`src/rtl/crc_frame_check_if.sv`:
```
// Byte-stream bundle for the receive-side CRC frame checker: input bytes in,
// stripped payload plus per-frame verdict out.
interface crc_frame_check_if;
  logic [7:0] in_data;
  logic       in_valid;
  logic       in_last;
  logic [7:0] out_data;
  logic       out_valid;
  logic       out_last;
  logic       done;
  logic       crc_ok;
  logic       runt;

  modport master (
    output in_data, in_valid, in_last,
    input  out_data, out_valid, out_last, done, crc_ok, runt
  );

  modport slave (
    input  in_data, in_valid, in_last,
    output out_data, out_valid, out_last, done, crc_ok, runt
  );
endinterface

```
`src/rtl/crc_frame_check.sv`:
```
// Receive-side CRC checker: strips the NB trailing CRC bytes, forwards payload, strobes a verdict.
// Optional CRC_FRAME_STATS_EN adds saturating good_count/bad_count frame counters.
module crc_frame_check #(
  parameter int unsigned    WID  = 16,
  parameter logic [WID-1:0] POLY = 16'h1021,
  parameter logic [WID-1:0] INIT = 16'hffff
) (
  input  logic                clk,
  input  logic                rst,
`ifdef CRC_FRAME_STATS_EN
  output logic [15:0]         good_count,
  output logic [15:0]         bad_count,
`endif
  crc_frame_check_if.slave    bus
);

  localparam int unsigned    NB   = WID / 8;
  localparam int unsigned    CW   = $clog2(NB + 1);
  localparam logic [CW-1:0]  NB_C = CW'(NB);

  typedef enum logic [1:0] {
    IDLE,
    FILL,
    PASS
  } state_e;

  // One byte of the MSB-first, non-reflected LFSR, unrolled over 8 bits.
  function automatic logic [WID-1:0] crc_byte(input logic [WID-1:0] sr_in, input logic [7:0] b);
    logic [WID-1:0] sr;
    logic           fb;
    sr = sr_in;
    for (int i = 7; i >= 0; i--) begin
      fb = sr[WID-1] ^ b[i];
      sr = {sr[WID-2:0], 1'b0} ^ ({WID{fb}} & POLY);
    end
    return sr;
  endfunction

  state_e         state_q;
  logic [WID-1:0] crc_q;
  logic [WID-1:0] crc_d;
  logic [CW-1:0]  held_q;
  logic [7:0]     dl_q [NB];

  logic accept;
  logic last_acc;
  logic emit;
  logic ok_d;

  always_comb begin
    accept   = bus.in_valid;
    last_acc = bus.in_valid & bus.in_last;
    // The first byte of a frame seeds from INIT, so back-to-back frames need no bubble.
    crc_d    = crc_byte((state_q == IDLE) ? INIT : crc_q, bus.in_data);
    emit     = accept && ((state_q == PASS) || (state_q == FILL && held_q == NB_C));
    ok_d     = emit && (crc_d == '0);
  end

  // NOTE: sequential state uses non-blocking assignments only, so every
  // register samples the pre-edge values regardless of statement order.
  always_ff @(posedge clk or posedge rst) begin
    if (rst) begin
      state_q       <= IDLE;
      crc_q         <= INIT;
      held_q        <= '0;
      // NOTE: the delay line is a handful of flops, not a RAM, so clearing it
      // on reset is cheap and keeps out_data deterministic.
      for (int i = 0; i < NB; i++) dl_q[i] <= '0;
      bus.out_data  <= '0;
      bus.out_valid <= 1'b0;
      bus.out_last  <= 1'b0;
      bus.done      <= 1'b0;
      bus.crc_ok    <= 1'b0;
      bus.runt      <= 1'b0;
    end else begin
      bus.out_valid <= emit;
      bus.out_last  <= emit & bus.in_last;
      bus.done      <= last_acc;
      bus.crc_ok    <= last_acc & ok_d;
      bus.runt      <= last_acc & ~emit;
      if (emit) bus.out_data <= dl_q[NB-1];

      if (accept) begin
        dl_q[0] <= bus.in_data;
        for (int i = 1; i < NB; i++) dl_q[i] <= dl_q[i-1];

        if (bus.in_last) begin
          state_q <= IDLE;
          crc_q   <= INIT;
          held_q  <= '0;
        end else begin
          crc_q <= crc_d;
          unique case (state_q)
            IDLE: begin
              state_q <= FILL;
              held_q  <= CW'(1);
            end
            FILL: begin
              if (held_q == NB_C) state_q <= PASS;
              else                held_q  <= held_q + CW'(1);
            end
            PASS:    state_q <= PASS;
            default: state_q <= IDLE;
          endcase
        end
      end
    end
  end

`ifdef CRC_FRAME_STATS_EN
  // Runts count as bad frames; both counters stick at all-ones.
  always_ff @(posedge clk or posedge rst) begin
    if (rst) begin
      good_count <= '0;
      bad_count  <= '0;
    end else if (last_acc) begin
      if (ok_d) begin
        if (good_count != 16'hffff) good_count <= good_count + 16'd1;
      end else begin
        if (bad_count != 16'hffff) bad_count <= bad_count + 16'd1;
      end
    end
  end
`endif

endmodule

```
`src/flat_wrapper.sv`:
```
// flat-port wrapper written by rule: the top's interface ports become plain ports
module crc_frame_check_flat 
#(
  parameter int unsigned    WID  = 16,
  parameter logic [WID-1:0] POLY = 16'h1021,
  parameter logic [WID-1:0] INIT = 16'hffff
)
  (clk, rst, bus_in_data, bus_in_valid, bus_in_last, bus_out_data, bus_out_valid, bus_out_last, bus_done, bus_crc_ok, bus_runt);
  crc_frame_check_if bus_i ();
  input  logic clk;
  input  logic rst;
  input wire logic [$bits(bus_i.in_data)-1:0] bus_in_data;
  input wire logic [$bits(bus_i.in_valid)-1:0] bus_in_valid;
  input wire logic [$bits(bus_i.in_last)-1:0] bus_in_last;
  output wire logic [$bits(bus_i.out_data)-1:0] bus_out_data;
  output wire logic [$bits(bus_i.out_valid)-1:0] bus_out_valid;
  output wire logic [$bits(bus_i.out_last)-1:0] bus_out_last;
  output wire logic [$bits(bus_i.done)-1:0] bus_done;
  output wire logic [$bits(bus_i.crc_ok)-1:0] bus_crc_ok;
  output wire logic [$bits(bus_i.runt)-1:0] bus_runt;
  assign bus_i.in_data = bus_in_data;
  assign bus_i.in_valid = bus_in_valid;
  assign bus_i.in_last = bus_in_last;
  assign bus_out_data = bus_i.out_data;
  assign bus_out_valid = bus_i.out_valid;
  assign bus_out_last = bus_i.out_last;
  assign bus_done = bus_i.done;
  assign bus_crc_ok = bus_i.crc_ok;
  assign bus_runt = bus_i.runt;
  crc_frame_check #(.WID(WID), .POLY(POLY), .INIT(INIT)) u_core (.clk(clk), .rst(rst), .bus(bus_i));
endmodule
```
`config.mk`:
```
export PLATFORM = sky130hd
export DESIGN_NAME = crc_frame_check_flat
export DESIGN_NICKNAME = d
export VERILOG_FILES = /design/src/rtl/crc_frame_check_if.sv /design/src/rtl/crc_frame_check.sv /design/src/flat_wrapper.sv
export SDC_FILE = /design/constraint.sdc
export NUM_CORES = 1
export LEC_CHECK = 0
export ABC_AREA = 1
export CORE_MARGIN = 2
export CORE_UTILIZATION = 29
export DETAILED_ROUTE_END_ITERATION = 12
export HOLD_SLACK_MARGIN = 0.1
export PLACE_DENSITY = 0.49
export SLEW_MARGIN = 0
export SYNTH_ARGS = -nofsm -noshare
export SYNTH_HDL_FRONTEND = slang
export SYNTH_SLANG_ARGS = --single-unit
```
`constraint.sdc`:
```
create_clock -name clk -period 2.3 [get_ports clk]
set_clock_uncertainty 0.05 [all_clocks]
set_input_delay 0.345 -clock clk [delete_from_list [all_inputs] [get_ports clk]]
set_output_delay 0.345 -clock clk [all_outputs]
set_load 0.01 [all_outputs]
```
---- After elaboration in Yosys (flattened, before gate mapping) ----
Index checks and enable logic that the tools add are counted.
cells by class
  bitwise logic cells ..................... 21
  multiplexer cells ....................... 8
  reductions and logical operators ........ 9
  eq/ne operators ......................... 5
  add/subtract/negate cells ............... 1
operator list
  operator                                             number
  bitwise XOR 16 x 13 -> 16 bit                        8
  2-to-1 mux 16 bit                                    2
  zero test 16 bit                                     1
  2-to-1 mux 2 bit                                     4
  bitwise XOR 1 bit                                    8
  inequality test 3 bit, second input constant         2
  case mux 2 bit (3 select lines)                      1
  bitwise AND 1 bit                                    4
  equality test 2 bit, second input constant           2
  case mux 2 bit (2 select lines)                      1
  logical AND 1 bit                                    3
  AND reduction 3 bit                                  1
  nonzero test 3 bit                                   1
  adder 2 x 1 -> 2 bit, second input constant          1
  equality test 2 x 1 -> 1 bit, second input constant  1
  zero test 2 bit                                      1
  AND reduction 2 bit                                  1
  logical OR 1 bit                                     1
  inverter 1 bit                                       1
storage, ports and cells
  output and inout port bits .............. 13
  register bits after elaboration ......... 49

---- Longest topological paths before layout ----
Gate-level depths: netlist of run 1.
  depth after elaboration ................. 21
  gate-level depth with buffers ........... 14
  mapped depth without buffers ............ 13

---- Worst setup path before layout of run 1 ----
Ideal clock, no wire load.
  path type ............................... register to register
  start point ............................. register u_core.state_q[0]
  end point ............................... register u_core.bus.crc_ok
  path buffers ............................ 1
  data arrival time ....................... 1.567 ns
  stages on the path, launching flop included .. 15
  required time ........................... 2.179 ns
  setup slack ............................. 0.612 ns
  setup time .............................. 0.071 ns
  clock period less this slack ............ 1.688 ns
  path through ............................ dfrtp_1 > inv_1 > ha_1 > buf_6 > nor2_1 > nand2_1 > nand2_2 > inv_2 > nand2_2 > nand2_1 > nand3_1 > nand2_1 > nor2_1 > nand2_1 > nor2_1
between the ends
  cells in the longest elaborated chain, start to end .. 15
RTL lines
  item                                                                                    RTL line                                      RTL
  start, declared                                                                         crc_frame_check.sv:39                         state_e state_q;
  start signal, assigned                                                                  crc_frame_check.sv:63                         state_q <= IDLE;
  start signal, assigned                                                                  crc_frame_check.sv:88                         state_q <= IDLE;
  start signal, assigned                                                                  crc_frame_check.sv:95                         state_q <= FILL;
  zero test 2 bit                                                                         crc_frame_check.sv:54                         crc_d = crc_byte((state_q == IDLE) ? INIT : crc_q, bus.in_data);
  2-to-1 mux 16 bit                                                                       crc_frame_check.sv:54
  bitwise XOR 16 x 13 -> 16 bit / bitwise XOR 1 bit (equally long branches) (3 in a row)  crc_frame_check.sv:34, crc_frame_check.sv:33
  bitwise XOR 1 bit / bitwise XOR 16 x 13 -> 16 bit (equally long branches)               crc_frame_check.sv:33, crc_frame_check.sv:34
  bitwise XOR 16 x 13 -> 16 bit                                                           crc_frame_check.sv:34                         sr = {sr[WID-2:0], 1'b0} ^ ({WID{fb}} & POLY);
  bitwise XOR 16 x 13 -> 16 bit / bitwise XOR 1 bit (equally long branches) (3 in a row)  crc_frame_check.sv:34, crc_frame_check.sv:33
  bitwise XOR 1 bit / bitwise XOR 16 x 13 -> 16 bit (equally long branches)               crc_frame_check.sv:33, crc_frame_check.sv:34
  bitwise XOR 16 x 13 -> 16 bit                                                           crc_frame_check.sv:34
  zero test 16 bit                                                                        crc_frame_check.sv:56                         ok_d = emit && (crc_d == '0);
  logical AND 1 bit *                                                                     crc_frame_check.sv:56
  bitwise AND 1 bit *                                                                     crc_frame_check.sv:79                         bus.crc_ok <= last_acc & ok_d;
  end signal, assigned                                                                    crc_frame_check.sv:79
  end, declared                                                                           crc_frame_check_if.sv:21                      output out_data, out_valid, out_last, done, crc_ok, runt
Mark *: on every way between the ends. The rest lies on a longest branch, timed or not.
A chain may end at the register's enable or synchronous reset.

---- Worst setup path after layout of run 1 ----
Ends and elaborated chain as after synthesis.

==> impl_metrics.tcl, run 1 <==
set metrics [dict create \
    yosys.area.top_type_share_pct 34.0 \
    grt_overflow 0 \
    r2r_slack_ns 0.27 \
    p_leak_nw 1.38 \
    cpMostUsedCell "nand2_1" \
    setup_viol_count_final 0 \
    drt-wirelength-per-cell_um 12.0 \
    chipWidth_um 95.5 \
    slew_viol_final 0 \
    crit_fanout 25 \
    crit_path_max_incr_delay_ns 0.37 \
    grt_pass1_vias 1904 \
    cts_tree "yes" \
    avgSynthCellArea_um2 7.91 \
    min_path_type "input pin to async pin" \
    clockBufferDepth 2 \
    dpl.hpwl_um 3770 \
    rsz0062_at_grt "false" \
    netlist-cell-type-count 23 \
    clk_latency_ns 0.31 \
    crit_arrival_ns 2.21 \
    layout_commonest_cell "nand2_1" \
    track_usage_pct 13.2 \
    fin_util_pct 35.6 \
    clk_pin_slew_ns 0.10 \
    die_area_mm2 0.00913 \
    crit_chain "inv_1 -> ha_1 -> buf_12 -> o21ai_1 -> nand2_2 -> nand2_1 -> nand2_2 -> o21ai_1 -> nand2_1 -> nor2_1 -> nand2_1 -> nor2_1" \
    drive_gt1_share_pct 12.5 \
    cp_slowest_cell "dfrtp_1" \
    drtIter0Drc 88 \
    synth_area_leaders "dfrtp_1 (34%), dfstp_2 (17%), nand2_1 (11%)" \
    status "finished, final reports clean" \
    rows 33 \
    htreeDepth 2 \
    maxCapViolations 0 \
    fp.dieH_um 95.5 \
    postCtsSetupBuffers 0 \
    cts-root-buf "clkbuf_8" \
    max_freq_mhz 494 \
    vias 1956 \
    wl_um 5290 \
    vias_per_cell 4.45 \
    required_ns 2.48 \
    start_util_pct 29.7 \
    drt-pass1-iter-count 4 \
    hold_viol_final 0 \
    synth_area_mm2 0.00243 \
    worst_ir_drop_vdd_mv 0.290 \
    mostFrequentLayoutCells "nand2_1 (71), inv_1 (51), dfrtp_1 (33), nor2_1 (32), o21ai_0 (29)" \
    numCtsBuffers 5 \
    final_nets 351 \
    ys_seq_area_share_pct 51.3 \
    reg2reg_to "u_core.bus.crc_ok" \
    synth_cells 307 \
    end_kind "flop" \
    finalCritPeriodShare_pct 88.1 \
    stdcell_count 440 \
    diodes 0 \
    grt_pass1_wl_um 9200 \
    synth_warnings 0 \
    crit_path_end "u_core.bus.crc_ok" \
    synth_nets 324 \
    synth_seq_cells 49 \
    internal_power_mw 1.75 \
    power_frac_comb_pct 38.5 \
    clock-sinks 49 \
    ant_nets 0 \
    power_frac_seq_pct 42.9 \
    worst_pin_slew_ns 0.403 \
    p_sw_mw 1.05 \
    switching_share_pct 37.4 \
    regToRegStartpoint "u_core.state_q[0]" \
    worst_setup_path_start_kind "flop" \
    antenna_found_initial 0 \
    drc 0 \
    reg2regPathDepth 12 \
    power_frac_clock_pct 18.5 \
    crit_type "flop to flop" \
    pwr_density_cell_mw_per_mm2 962 \
    ios 25 \
    startpoint "u_core.state_q[0]" \
    dp_cells 432 \
    area_delta_synth_final_pct 19.7 \
    grt_max_degree 50 \
    synth.largest_area_cell "dfrtp_1" \
    place.gp.congestion 0.854 \
    min_period_ns 2.03 \
    slew_headroom_pct 72.8 \
    tns_ns 0 \
    port-buffer-count 24 \
    whs_ns 0.339 \
    core_mm2 0.00818 \
]
-- per-stage QoR --
step | setup slack [ns] | total power, mW | instance area [um^2]
5_1_grt | 0.00125 | 3.06 | 2910
4_1_cts | 0.143 | 2.84 | 2900
3_3_place_gp | 0.255 | 2.28 | 2820
3_5_place_dp | 0.188 | 2.30 | 2820
6_report | 0.274 | 2.80 | 2910
2_1_floorplan | 0.612 | 1.94 | 2430
-- layout make-up --
class	count	area, um^2
inverter	54	203
sequential	49	1250
tap	105	131
multi-input combinational	195	937
clock buffer	6	72.6
timing repair buffer	29	303
clock inverter	2	15.0
fill	879	5270
-- timing repair --
action / 4_1_cts / 5_1_grt
hold buffers: 0 / 0
setup endpoints to repair: 0 / 1
gates resized for setup: 0 / 5
-- how the worst min path moves through the flow --
stage | to | depth (start not counted)
6_report | u_core.bus.out_data[5] | 3
2_1_floorplan | u_core.dl_q[4] | 2
5_1_grt | u_core.held_q[1] | 3
3_3_place_gp | u_core.bus.out_data[4] | 2
3_5_place_dp | u_core.dl_q[4] | 2
4_1_cts | u_core.held_q[1] | 3
-- power groups by stage --
stage / sequential, mW / combinational (mW) / clock (mW)
after floorplan: 1.23 / 0.712 / 0
after global placement: 1.21 / 1.07 / 0
after detailed placement: 1.22 / 1.08 / 0
after CTS: 1.20 / 1.09 / 0.548
after global routing: 1.23 / 1.25 / 0.585
final: 1.20 / 1.08 / 0.519
-- cell usage after synthesis --
cell      number
nand2_1       73
inv_1         52
dfrtp_1       33
nor2_1        32
o21ai_0       32
dfstp_2       16
nand3_1       16
o22ai_1       12
clkbuf_1       7
nand2_2        7
ha_1           5
o21ai_1        5
a22oi_1        3
a21oi_1        2
buf_6          2
inv_2          2
nor2_2         2
a211oi_1       1
nand3b_1       1
o211ai_1       1
o21a_1         1
o31ai_1        1
xor2_1         1
-- kinds of logic (layout without fill, tap and decap cells) --
kind of cell | after synthesis | in the layout | synth area share (%)
adder cells (fa/ha/maj) | 5 | 5 | 2.57
AND/OR/NAND/NOR | 131 | 131 | 22.1
XOR/XNOR | 1 | 1 | 0.361
flip-flops | 49 | 49 | 51.3
buffers and inverters | 63 | 91 | 10.4
AO/OA/AOI/OAI | 58 | 58 | 13.3
-- state kept, by name, summed over array words and instances, names as in the netlist --
register              flops
u_core.held_q             2
u_core.bus.out_last       1
u_core.bus.out_data       8
u_core.bus.out_valid      1
u_core.crc_q             16
u_core.dl_q              16
u_core.state_q            2
u_core.bus.runt           1
u_core.bus.done           1
u_core.bus.crc_ok         1
-- critical path: cells and delay by family (launching register included) --
family,cells,cell delay (ns)
fa+ha+maj,1,0.24
compound gates,2,0.29
buf+inv,2,0.26
simple gates,7,0.76
flops,1,0.37
-- layer usage --
layer / part of all wire [%] / global-route usage, % / wire length (um)
met5: 0 / 0 / 0
met4: 1.3 / 4.29 / 67
met3: 4.0 / 2.61 / 214
met2: 45 / 21.0 / 2370
met1: 50 / 17.9 / 2640
Power figures use the tool's default switching activity.
==> inputs of run 2 (changes only) <==
REMOVE_ABC_BUFFERS = 1   (was unset)
SKIP_CTS_REPAIR_TIMING = 1   (was unset)
==> impl_metrics.tcl, run 2 (same netlist as run 1, synthesis figures left out) <==
set metrics [dict create \
    min_path_type "input pin to async pin" \
    area_delta_synth_final_pct 20.1 \
    drive_gt1_share_pct 12.8 \
    cts_tree "yes" \
    drt-pass1-iter-count 4 \
    total_power_mw 2.81 \
    vias_per_cell 4.47 \
    rsz0062_at_grt "false" \
    htreeDepth 2 \
    pwr_density_cell_mw_per_mm2 963 \
    min_period_ns 1.98 \
    track_usage_pct 12.8 \
    antenna_found_initial 0 \
    regToRegStartpoint "u_core.state_q[0]" \
    core_mm2 0.00818 \
    numCtsBuffers 5 \
    multi_input_area_um2 945 \
    status "finished, final reports clean" \
    clk_pin_slew_ns 0.09 \
    clock-sinks 49 \
    seq_area_mm2 0.00125 \
    crit_type "flop to flop" \
    fp.dieH_um 95.5 \
    worst_pin_slew_ns 0.448 \
    r2r_slack_ns 0.32 \
    drt-wirelength-per-cell_um 12.2 \
    hold_viol_final 0 \
    tns_ns 0 \
    cts-root-buf "clkbuf_8" \
    crit_path_end "u_core.bus.crc_ok" \
    maxCapViolations 0 \
    fillers 877 \
    crit_arrival_ns 2.17 \
    start_util_pct 29.7 \
    ant_nets 0 \
    finalCritPeriodShare_pct 86.2 \
    grt_pass1_vias 1865 \
    diodes 0 \
    wl_um 5410 \
    slew_viol_final 0 \
    mostFrequentLayoutCells "nand2_1 (73), inv_1 (51), dfrtp_1 (33), nor2_1 (32), o21ai_0 (30)" \
    dpl.hpwl_um 3870 \
    worst_setup_path_start_kind "flop" \
    chipWidth_um 95.5 \
    vias 1974 \
    port-buffer-count 24 \
    final_nets 353 \
    drtIter0Drc 90 \
    required_ns 2.48 \
    crit_fanout 10 \
    clockBufferDepth 2 \
    worst_ir_drop_vdd_mv 0.281 \
    reg.largest.list "u_core.crc_q x16, u_core.dl_q x16, u_core.bus.out_data x8" \
    p_leak_nw 1.38 \
    ios 25 \
    max_freq_mhz 504 \
    drc 0 \
    grt_overflow 0 \
    place.gp.congestion 0.846 \
    fin_util_pct 35.7 \
    setup_viol_count_final 0 \
    reg2regPathDepth 13 \
    layout_commonest_cell "nand2_1" \
    rows 33 \
    grt_pass1_wl_um 8950 \
    grt_max_degree 50 \
    reg2reg_to "u_core.bus.crc_ok" \
    startpoint "u_core.state_q[0]" \
    slew_headroom_pct 69.8 \
    die_area_mm2 0.00913 \
    end_kind "flop" \
    clk_latency_ns 0.30 \
]
## run 2: layout make-up
type | instances | share of cell area (%)
Timing Repair Buffer | 31 | 10.5
Inverter | 54 | 6.95
Clock inverter | 2 | 0.515
Sequential cell | 49 | 42.7
Multi-Input combinational cell | 195 | 32.4
Tap cell | 105 | 4.50
Clock buffer | 6 | 2.49
## run 2: worst min path at each step
stage                                from                      to  depth (start not counted)
after floorplan           u_core.dl_q[12]          u_core.dl_q[4]                          2
after global placement    u_core.dl_q[12]          u_core.dl_q[4]                          2
after detailed placement  u_core.dl_q[13]          u_core.dl_q[5]                          2
after CTS                             rst          u_core.dl_q[7]                          3
after global routing                  rst  u_core.bus.out_data[7]                          3
final                                 rst          u_core.dl_q[0]                          3
## run 2: power by group
part           total, mW  internal (mW)  leakage (nW)  switching [mW]
Clock              0.514          0.215        0.0374           0.299
Sequential          1.20           1.10         0.587           0.103
Combinational       1.09          0.439         0.757           0.653
Total               2.81           1.75          1.38            1.06
## run 2: metal layers
layer	vias to the layer above	GRT usage, %	part of all wire [%]
met2	36	20.5	44
met5	-	0	0
li1	1020	-	-
met1	908	17.5	50
met3	10	2.21	3.3
met4	0	4.76	2.4
## run 2: worst max-delay path, stage by stage (launching register included)
cell	delay, ns
dfrtp_1	0.40
inv_1	0.16
ha_4	0.20
buf_4	0.18
nor2_1	0.06
nand2_1	0.07
nand2_1	0.10
nand2_1	0.15
nand2_2	0.10
o21ai_1	0.08
nand2_1	0.08
nor2_1	0.11
nand2_1	0.05
nor2_1	0.11
## run 2: through the flow
stage | hold slack (ns) | std cells | area (um^2) | worst slack (ns)
after floorplan | 0.398 | 298 | 2380 | 0.225
after global placement | 0.413 | 434 | 2820 | 0.228
after detailed placement | 0.419 | 434 | 2820 | 0.209
after CTS | 0.350 | 442 | 2910 | 0.156
after global routing | 0.381 | 442 | 2920 | 0.0582
final | 0.349 | 442 | 2920 | 0.318
==> inputs of run 3 (changes only) <==
CTS_CLUSTER_SIZE = 10   (was unset)
==> results of run 3 <==
The final DEF is identical to that of run 2; final timing and power are the same.
